--- config.mk ---
export PLATFORM = sky130hd
export DESIGN_NAME = pp_accumulator
export DESIGN_NICKNAME = d
export VERILOG_FILES = /design/src/rtl/pp_accumulator.sv
export SDC_FILE = /design/constraint.sdc
export NUM_CORES = 1
export LEC_CHECK = 0
export CAP_MARGIN = 20
export CELL_PAD_IN_SITES_DETAIL_PLACEMENT = 1
export CELL_PAD_IN_SITES_GLOBAL_PLACEMENT = 1
export CORE_MARGIN = 2
export CORE_UTILIZATION = 38
export CTS_BUF_LIST = sky130_fd_sc_hd__clkbuf_4
export DETAILED_ROUTE_END_ITERATION = 8
export HOLD_SLACK_MARGIN = 0.05
export PLACE_DENSITY = 0.75
export SYNTH_ARGS = -nofsm -noshare
export SYNTH_HDL_FRONTEND = slang
export SYNTH_SLANG_ARGS = --single-unit
--- constraint.sdc ---
create_clock -name clk -period 3.2 [get_ports clk]
set_input_delay 0.64 -clock clk [delete_from_list [all_inputs] [get_ports clk]]
set_output_delay 0.64 -clock clk [all_outputs]
set_load 0.01 [all_outputs]
--- src/rtl/pp_accumulator.sv ---
// Shift-add accumulator for bit-serial multiplication.
// Sums W partial products, LSB first, into a 2W+1-bit product.
module pp_accumulator #(
  parameter int W  = 8,
  parameter int CW = $clog2(W)
) (
  input  logic          clk,
  input  logic          rst,
  input  logic          pp_valid,
  output logic          pp_ready,
  input  logic [W:0]    pp,
  output logic [CW-1:0] pp_index,
  output logic          prod_valid,
  input  logic          prod_ready,
  output logic [2*W:0]  prod,
  output logic          busy
);

  localparam int PW = 2 * W + 1;

  typedef enum logic {
    ACCUM = 1'b0,
    DONE  = 1'b1
  } state_t;

  state_t          state;
  state_t          state_nx;
  logic [CW-1:0]   idx;
  logic [PW-1:0]   acc;
  logic [PW-1:0]   pp_ext;
  logic            pp_fire;
  logic            prod_fire;
  logic            last;

  assign pp_ext    = PW'(pp);
  assign pp_fire   = pp_valid & pp_ready;
  assign prod_fire = prod_valid & prod_ready;
  assign last      = (idx == CW'(W - 1));

  always_ff @(posedge clk or negedge rst) begin
    if (!rst) begin
      state <= ACCUM;
    end else begin
      state <= state_nx;
    end
  end

  always_comb begin
    state_nx = state;
    unique case (state)
      ACCUM: if (pp_fire && last) state_nx = DONE;
      DONE:  if (prod_fire)       state_nx = ACCUM;
    endcase
  end

  // Gated by rst so upstream sees no readiness during reset.
  always_comb begin
    pp_ready = 1'b0;
    unique case (state)
      ACCUM: pp_ready = rst;
      DONE:  pp_ready = 1'b0;
    endcase
  end

  always_ff @(posedge clk or negedge rst) begin
    if (!rst) begin
      idx        <= '0;
      acc        <= '0;
      prod_valid <= 1'b0;
      busy       <= 1'b0;
    end else begin
      if (pp_fire) begin
        acc  <= acc + (pp_ext << idx);
        busy <= 1'b1;
        if (last) begin
          idx        <= '0;
          prod_valid <= 1'b1;
        end else begin
          idx <= idx + CW'(1);
        end
      end
      if (prod_fire) begin
        prod_valid <= 1'b0;
        acc        <= '0;
        busy       <= 1'b0;
      end
    end
  end

  assign pp_index = idx;
  assign prod     = acc;

endmodule

==> metrics <==
status=completed; Routed met2 length=~3100 um; Max IR drop VDD=about 630 uV; Routed WL=between 6000 and 7000 um; post-layout net count=around 350; area grow syn2layout=33.0%; register cell area after layout=between 500 and 600 um2; CP max-delay cell=clkdlybuf4s50_1; DR WL/cell=roughly 17 um; Non-Filler Instances=390; # setup viols final=0; Worst-Skew Late Latency=0.33 ns; CTS tree=done; DP Cell Count=roughly 390; met1 WL=approximately 3300 um; syn avg cell area=7.92 um2; crit path launch=pp[2]; CTS Buffer Depth=2; ANT cells=0; Max Clk Rate=0.328 GHz; global route overflow=0; Crit Path Class=input port to flip-flop; Final Hold Vio Count=0; simple-gate share of the synthesized area=between 20% and 30%; post_cts resized=0; register area share after synthesis=between 20% and 30%; skew final=between 0.003 and 0.004 ns; delay-heaviest family, CP=compound AO/OA/AOI/OAI gates; startpoint types=input port; Critical Path Fanout Max=4; Main synth FF type=dfrtp_1; Synth Area in Compound Gates=23.7%; Synth top area share=about 28%; total design power=roughly 3.4 mW; Ports=36; Top Layer Used=met4; post-DP HPWL=approximately 5300 um; first-pass GRT wire length=between 10000 and 15000 um; share of cells above drive strength 1=between 10% and 20%; vias in the first global route=~2300; pwr dens=roughly 1200 nW/um2; CP Capture Type=flip-flop; Worst-path clk slew=around 0.15 ns; Bufs and invs on worst path=1; Root Buffer=clkbuf_4; Post-Syn Area=around 2000 um2; RSZ-0062 raised after global routing=false; top cells by count, synth=44 x nand2_1, 23 x dfrtp_1, 21 x a21oi_1; Slew Limit Fails=0; DR vias=roughly 2100; # DRC=0; ranking of synthesized cells by area=dfrtp_1 28%, ha_1 11%, nand2_1 8.0%; antenna violations before repair=0; DIE HEIGHT=a little under 80 um; ys async rst share=between 90% and 100%; Min Clock Period, post-route=just over 3 ns; main combinational cell family by area after synthesis=compound AO/OA/AOI/OAI gates; All-Layer GR Usage=between 20% and 30%; Synth Register Bits=23; period utilization=between 90 and 100%; total CTS buffers=3; number of nets with antenna violations after routing=0; number of synthesized flops with an enable pin=0; CP required=3.45 ns; Worst Path Arrival=3.30 ns; full die area=about 6000 um2; relative slew slack=between 60% and 70%; Synth cell types=47; gpl congestion=between 0.9 and 1; Synth Instances=260; DR vias/cell=between 5 and 6; total number of clock tree sinks=23; dominant cell type by area after synthesis=dfrtp_1; placed cell areas=2700 um2; Pre-antenna DRT Iters=4; Hold Crit Start=state; pin count of the biggest net entering global routing=24; fill count=between 600 and 700; die width=approximately 78 um; Leak=1.23 nW; Worst Tran Pin Value=0.555 ns; Placeable Area=just over 5000 um2; wire length on met3=~160 um; Initial Utilization=around 40%; violation count after the first detailed-route iteration=100; Post-Synth Adder-Cell Area=between 10% and 20%; IO buf count=35; CP max stage delay=0.42 ns; Setup TNS=0 ns; design area=~2700 um2; H-tree depth=1; Min-Delay Path Class=flip-flop to flip-flop; Cell Rows=26; most instantiated library cell after synthesis=nand2_1; syn nets=292; post-synthesis xor/xnor area fraction=between 3 and 4%; area of the multi-input gates=roughly 1400 um2; max cap viols=0; Yosys warning count=0; Critical R2R Launch=pp_index[1]; CP cell instances=clkdlybuf4s50_1, mux2_2, o21ai_0, o22ai_1, ha_1, a21oi_1, o21a_2, o21ai_2, a31o_1, and3_1, a311oi_1; hold_buf cts=0; mux share of post-synthesis cell area=~6%; post-CTS setup buffer count=0
## metal layers
layer,vias up,GRT usage (%)
li1,1054,-
met1,1040,33.0
met2,39,39.5
met3,5,2.67
met4,0,5.89
met5,-,0
## stage by stage
stage          hold WS (ns)  util (%)  worst slack (ns)
2_1_floorplan         0.344         -             0.354
3_3_place_gp          0.482      52.2            -0.131
3_5_place_dp          0.482      52.2            -0.249
4_1_cts               0.526      52.8             0.101
5_1_grt               0.571      52.9            0.0119
6_report              0.519      52.9             0.152
## report_power, final
group	leakage [nW]	switching, mW	internal, mW
combinational	0.929	1.38	1.29
clock	0.0177	0.104	0.0471
sequential	0.286	0.141	0.418
## worst paths after layout
| check | to | slack, ns | depth (start not counted) |
|---|---|---|---|
| min in group asynchronous | prod[7] | 0.77 | 2 |
| max reg2reg | prod[14] | 0.29 | 12 |
| min reg2reg | state | 0.52 | 1 |
| max | prod[15] | 0.15 | 11 |
| max in group asynchronous | pp_index[2] | 2.18 | 2 |
| min | state | 0.52 | 1 |
## area by class of cell
class / count / share of cell area [%]
clock buffers: 3 / 0.823
clock inverters: 1 / 0.183
inverters: 6 / 0.823
multi-input cells: 217 / 51.6
flip-flops and latches: 23 / 21.0
well taps: 70 / 3.20
repair buffers: 70 / 22.4
## flip-flops by register name, summed over array words and instances, names as in the netlist
signal      cells
prod           17
pp_index        3
busy            1
prod_valid      1
state           1
## cells in the final DEF, fill, tap and decap left out, types with 2 or more instances in the layout
| master | netlist | final |
|---|---|---|
| a211oi_1 | 3 | 3 |
| a21o_1 | 3 | 3 |
| a21oi_1 | 21 | 20 |
| a21oi_2 | 1 | 2 |
| a311oi_1 | 2 | 2 |
| a31oi_1 | 3 | 3 |
| and2_1 | 4 | 4 |
| and3_1 | 6 | 6 |
| buf_4 | 0 | 35 |
| clkbuf_4 | 0 | 3 |
| clkdlybuf4s50_1 | 0 | 35 |
| dfrtp_1 | 23 | 23 |
| ha_1 | 18 | 18 |
| inv_1 | 6 | 6 |
| mux2_2 | 3 | 3 |
| mux2i_1 | 9 | 9 |
| nand2_1 | 44 | 44 |
| nand2b_1 | 5 | 5 |
| nand3_1 | 6 | 6 |
| nand4_1 | 2 | 2 |
| nor2_1 | 18 | 18 |
| nor2b_1 | 3 | 3 |
| nor3_1 | 8 | 7 |
| o211ai_1 | 4 | 4 |
| o21ai_0 | 13 | 13 |
| o21ai_1 | 8 | 8 |
| o22ai_1 | 4 | 4 |
| or3_1 | 2 | 2 |
| xnor2_1 | 7 | 7 |
| xor2_1 | 2 | 2 |
## logic make-up (layout without fill, tap and decap cells)
kind of cell / count (synthesis) / after routing
AOI/OAI and AO/OA: 76 / 76
buffers and inverters: 20 / 80
adders and majority gates: 19 / 19
xor gates and xnor gates: 9 / 9
and+or+nand+nor: 101 / 101
DFF: 23 / 23
muxes: 12 / 12
Note: power is estimated with default switching activity, not from simulation.
